### config.mk
export PLATFORM = sky130hd
export DESIGN_NAME = cpu_req_tx
export DESIGN_NICKNAME = d
export VERILOG_FILES = /design/src/rtl/cpu_req_tx.sv
export SDC_FILE = /design/constraint.sdc
export NUM_CORES = 1
export LEC_CHECK = 0
export BUFFER_PORTS_ARGS = -buffer_cell sky130_fd_sc_hd__buf_2
export CAP_MARGIN = 20
export CORE_MARGIN = 2
export CORE_UTILIZATION = 50
export CTS_CLUSTER_DIAMETER = 120
export CTS_CLUSTER_SIZE = 40
export DETAILED_ROUTE_END_ITERATION = 7
export GPL_ROUTABILITY_DRIVEN = 0
export GPL_TIMING_DRIVEN = 0
export PLACE_DENSITY_LB_ADDON = 0.05
export REMOVE_ABC_BUFFERS = 1
export SLEW_MARGIN = 20
export SYNTH_ARGS = -nofsm -noshare
export SYNTH_HDL_FRONTEND = slang
export SYNTH_SLANG_ARGS = --single-unit
### constraint.sdc
create_clock -name clk -period 5.1 [get_ports clk]
set_input_delay 0.51 -clock clk [delete_from_list [all_inputs] [get_ports clk]]
set_output_delay 0.51 -clock clk [all_outputs]
set_load 0.01 [all_outputs]
### src/rtl/cpu_req_tx.sv
// cpu_req_tx: 2-entry FIFO that validates host commands and presents them on the registered req_if channel.
package cpu_req_tx_pkg;
  localparam int ADDR_W = 10;
  localparam int ADDR_W_ENCODING_W = 3;
  localparam int CPU_OPCODE_W = 2;
  localparam logic [CPU_OPCODE_W-1:0] AES_DEC = 2'd0;
  localparam logic [CPU_OPCODE_W-1:0] AES_ENC = 2'd1;
  typedef struct packed {
    logic [ADDR_W-1:0] text_addr;
    logic [ADDR_W_ENCODING_W-1:0] text_width;
    logic [ADDR_W-1:0] key_addr;
    logic [CPU_OPCODE_W-1:0] opcode;
    logic valid;
  } cpu_to_control_req_if;
endpackage

module cpu_req_tx #(
  parameter int ADDR_W = cpu_req_tx_pkg::ADDR_W,
  parameter int ADDR_W_ENCODING_W = cpu_req_tx_pkg::ADDR_W_ENCODING_W,
  parameter int CPU_OPCODE_W = cpu_req_tx_pkg::CPU_OPCODE_W,
  parameter int TIMEOUT_W = 8
) (
  input  logic clk,
  input  logic rst,
  input  logic cmd_valid,
  output logic cmd_ready,
  input  logic [ADDR_W-1:0] cmd_text_addr,
  input  logic [ADDR_W_ENCODING_W-1:0] cmd_text_width,
  input  logic [ADDR_W-1:0] cmd_key_addr,
  input  logic [CPU_OPCODE_W-1:0] cmd_opcode,
  output cpu_req_tx_pkg::cpu_to_control_req_if req_if,
  input  logic req_ready,
  input  logic clr_err,
  output logic err_bad_cmd,
  output logic err_timeout,
  output logic busy,
  output logic [15:0] issued_cnt
);
  typedef enum logic [1:0] {EMPTY, ONE, TWO} state_t;
  localparam logic [TIMEOUT_W-1:0] T_MAX = '1;
  localparam logic [TIMEOUT_W-1:0] T_PRE = T_MAX - 1'b1;
  state_t state, state_n;
  cpu_req_tx_pkg::cpu_to_control_req_if cmd, skid;
  logic push, enq, bad, pop, stall, to_ev;
  logic [TIMEOUT_W-1:0] stall_cnt;
  always_comb begin
    cmd = '{text_addr: cmd_text_addr, text_width: cmd_text_width, key_addr: cmd_key_addr,
            opcode: cmd_opcode, valid: 1'b1};
    cmd_ready = state != TWO;
    busy = state != EMPTY;
    push = cmd_valid && cmd_ready;
    enq = push && cmd_text_width != '0;
    bad = push && cmd_text_width == '0;
    pop = req_if.valid && req_ready;
    stall = req_if.valid && !req_ready;
    to_ev = stall && stall_cnt == T_PRE;
    state_n = state == EMPTY ? (enq ? ONE : EMPTY) :
              state == ONE   ? (enq && !pop ? TWO : !enq && pop ? EMPTY : ONE) :
                               (pop ? ONE : TWO);
  end
  always_ff @(posedge clk) begin
    if (rst) begin
      state <= EMPTY;
      req_if <= '0;
      skid <= '0;
      stall_cnt <= '0;
      err_bad_cmd <= 1'b0;
      err_timeout <= 1'b0;
      issued_cnt <= '0;
    end else begin
      state <= state_n;
      if (enq && (state == EMPTY || (state == ONE && pop))) req_if <= cmd;
      else if (state == TWO && pop) req_if <= skid;
      else if (pop) req_if.valid <= 1'b0;
      if (enq && state == ONE && !pop) skid <= cmd;
      stall_cnt <= !stall ? '0 : stall_cnt == T_MAX ? T_MAX : stall_cnt + 1'b1;
      err_bad_cmd <= bad || (err_bad_cmd && !clr_err);
      err_timeout <= to_ev || (err_timeout && !clr_err);
      issued_cnt <= issued_cnt + 16'(pop);
    end
  end
endmodule

==> metrics <==
outcome=complete, no violations; Syn-to-layout area delta=17.92%; cells on worst reg2reg path=5; Max Root-Sink Buffers=2; clock tree skew after final layout=0.01360 ns; die area=7873 µm²; list of cells traversed by the critical path=and2_0 -> ha_1 -> nand4_1 -> nor4_1 -> mux2_2; max_cap viols=0; Via Count=between 3k and 4k; slowest stage delay, CP=~0.53 ns; routed vias/inst=around 5.6; maximum clock frequency=between 400 and 500 MHz; warning count from the yosys run=0; number of antenna violations at the first check in global routing=0; share of the cycle needed by the critical path after routing=between 40% and 50%; count of placed standard cells in the final layout, fillers left out=between 500 and 600; number of port buffers=75; number of placement rows=30; proportion of layout cells with a drive suffix above 1=between 20% and 30%; number of buffers added for setup after CTS=0; length of the first detailed-routing pass in iterations=6; routed wire length=about 7.8 mm; count of cells along the worst hold path=3; sort of element at the end of the critical path=flop; placeable core area=between 6000 and 7000 µm²; gate count of the mapped netlist=about 380; pin count of the biggest net entering global routing=43; required time of the worst setup path=5.33 ns; final antenna diode count=0; number of storage elements in the synthesis netlist=80; estimated wirelength of the detail-placed design=between 5 and 6 mm; met2 demand-to-capacity share in global routing=34.87%; Critical Path Fanout Max=15; post-detailed-route DRC marker count=0; Power Dens Cells=around 310 nW/µm²; CTS tree=done; most frequent cells in the layout=79 x sky130_fd_sc_hd__dfxtp_1, 75 x sky130_fd_sc_hd__buf_2, 57 x sky130_fd_sc_hd__nand2_1, 50 x sky130_fd_sc_hd__mux2i_1, 39 x sky130_fd_sc_hd__a21oi_1; post-route minimum period=~2.5 ns; most used routing layer=met2; hold slack final=between 0.4 and 0.5 ns; Hold Path Sink=skid[16]; mean instance size in the synthesized netlist=approximately 9.4 µm²; final hold vios=0; Root Buffer=sky130_fd_sc_hd__clkbuf_8; aggregate global routing overflow=0; Final ANT Viol Nets=0; Hold/Removal Path Class=input port to flop; # H-tree levels=3; startpoint of the tightest hold check path=cmd_text_addr[0]; Post-layout nets=between 400 and 500; number of global-route vias before repair=approximately 2.8k; global-route wire length before repair=~13 mm; Reg-to-Reg Start=req_if[0]; clock buffer count from CTS=9; transition time at the pin with the least slew margin=roughly 1.0 ns; netlist area before placement=around 3600 µm²; Unique masters post-synth=47; accumulated negative setup slack=0 ns; sink count of the clock tree=80; highest-delay cell along the critical path=sky130_fd_sc_hd__dfxtp_1; Worst setup SP type=flop; Leakage=roughly 1.8 nW; number of DRC markers in iteration 0=160; Initial Util=a little over half; fin util=approximately three fifths; met1 demand-to-capacity share in global routing=26.87%; die boundary height=between 80 and 90 µm; max-slew violation total from the final report=0; clk_lat worst skew=0.35 ns; Hold Buf Count CTS=0; placed instance count=530; Worst Path Class, Setup=flop to flop; Gates resized, CTS repair=0; most common library cell in the layout ignoring fill and taps=sky130_fd_sc_hd__dfxtp_1; num ports=76; fraction of the yosys area taken by sequential cells=about 45%; Max rail drop VDD=about 0.21 mV; die width=roughly 89 µm; worst slew slack as a fraction of its limit=~33%; Overall Global Routing Usage=a little over a fifth; worst endpoint data arrival time=approximately 2.7 ns; clock-pin slew reported for the worst setup and hold paths after clock tree synthesis=0.09 ns; worst reg-to-reg setup slack=approximately 2.6 ns; unrepaired setup endpoints after global routing=false; post-detailed-route wirelength per cell=about 14 µm; met3 routing resource usage after global routing=4.944%; capture instance of the worst register-to-register path=issued_cnt[14]; count of final setup violators=0
-- worst max-delay path by stage --
stage / depth (start not counted) / start / end / slack [ns]
5_1_grt: 5 / req_if[0] / issued_cnt[14] / 2.39
3_3_place_gp: 4 / cmd_text_width[2] / skid[0] / -0.78
6_report: 5 / req_if[0] / issued_cnt[14] / 2.63
4_1_cts: 5 / req_if[0] / issued_cnt[14] / 2.57
2_1_floorplan: 3 / cmd_text_width[2] / skid[0] / 1.50
3_5_place_dp: 5 / cmd_text_width[2] / req_if[16] / 2.36
-- metrics by stage --
step | worst slack (ns) | power, mW | cell area (µm²)
after floorplan | 1.502 | 0.7902 | 3420
after global placement | -0.7841 | 0.8579 | 3915
after detailed placement | 2.359 | 0.8676 | 4036
after CTS | 2.571 | 1.324 | 4233
after global routing | 2.389 | 1.376 | 4233
final | 2.632 | 1.308 | 4233
-- synth_stat cells (all sizes together) --
cell | count | area, µm²
nor4b | 1 | 8.760
clkbuf | 13 | 48.80
nand3b | 1 | 7.510
a32oi | 1 | 8.760
nand4 | 7 | 43.79
nand4b | 1 | 8.760
mux2 | 3 | 33.78
o2bb2a | 1 | 10.01
a21oi | 39 | 195.2
o21a | 1 | 7.510
clkinv | 1 | 3.750
or4 | 6 | 45.04
dfxtp | 80 | 1602
or4b | 1 | 10.01
ha | 3 | 37.54
o41ai | 25 | 219.0
or3 | 4 | 25.02
buf | 17 | 121.4
nor2 | 10 | 37.54
xnor2 | 2 | 17.52
a21boi | 1 | 18.77
nand2 | 57 | 214.0
a31oi | 4 | 25.02
a32o | 1 | 10.01
nor4 | 3 | 18.77
and4 | 2 | 17.52
or2 | 1 | 6.260
nor2b | 5 | 31.28
o31ai | 7 | 52.55
inv | 5 | 18.77
and4b | 1 | 11.26
nor3 | 5 | 25.02
nand2b | 1 | 6.260
mux2i | 50 | 500.5
o21bai | 1 | 7.510
nor3b | 3 | 27.52
o21ai | 5 | 25.02
o31a | 1 | 8.760
xor2 | 3 | 26.28
nand3 | 7 | 35.03
and2 | 1 | 6.260
and3 | 1 | 6.260
-- cell families after synthesis --
group                      after synthesis  synth area share [%]
AOI/OAI and AO/OA                       87                 16.38
and+or+nand+nor                        118                 16.49
xor gates and xnor gates                 5                 1.220
DFF                                     80                 44.61
adders and majority gates                3                 1.046
buffers and inverters                   36                 5.368
muxes                                   53                 14.88
-- metal layers --
| layer | vias up | part of all wire (%) |
|---|---|---|
| met2 | 84 | 49 |
| li1 | 1535 | - |
| met3 | 2 | 5.8 |
| met5 | - | 0 |
| met4 | 0 | 0.42 |
| met1 | 1453 | 45 |
-- registers in the layout (all words and copies together), names as in the netlist --
name and flops:
err_bad_cmd 1, stall_cnt 8, skid 26, err_timeout 1, req_if 26, issued_cnt 16
state 2
-- cell type report --
cell class	instances	area [µm²]
repair buffers	82	474.2
multi-input cells	266	1815
clock inverters	7	72.57
flip-flops and latches	80	1603
clock buffers	9	123.9
fillers	640	2636
well taps	96	120.1
inverters	6	23.77
-- critical path: cells and delay by family (launching register included) --
family,cells,cell delay (ns)
and+or+nand+nor,3,1.22
DFF,1,0.53
muxes,1,0.38
adders and majority gates,1,0.23
-- report_power, final --
group | leakage (nW) | internal [mW] | switching (mW)
sequential | 0.653 | 0.658 | 0.0252
clock | 0.0952 | 0.226 | 0.231
combinational | 1.06 | 0.0721 | 0.0952
total | 1.80 | 0.956 | 0.352
(Power assumes the default switching activity.)
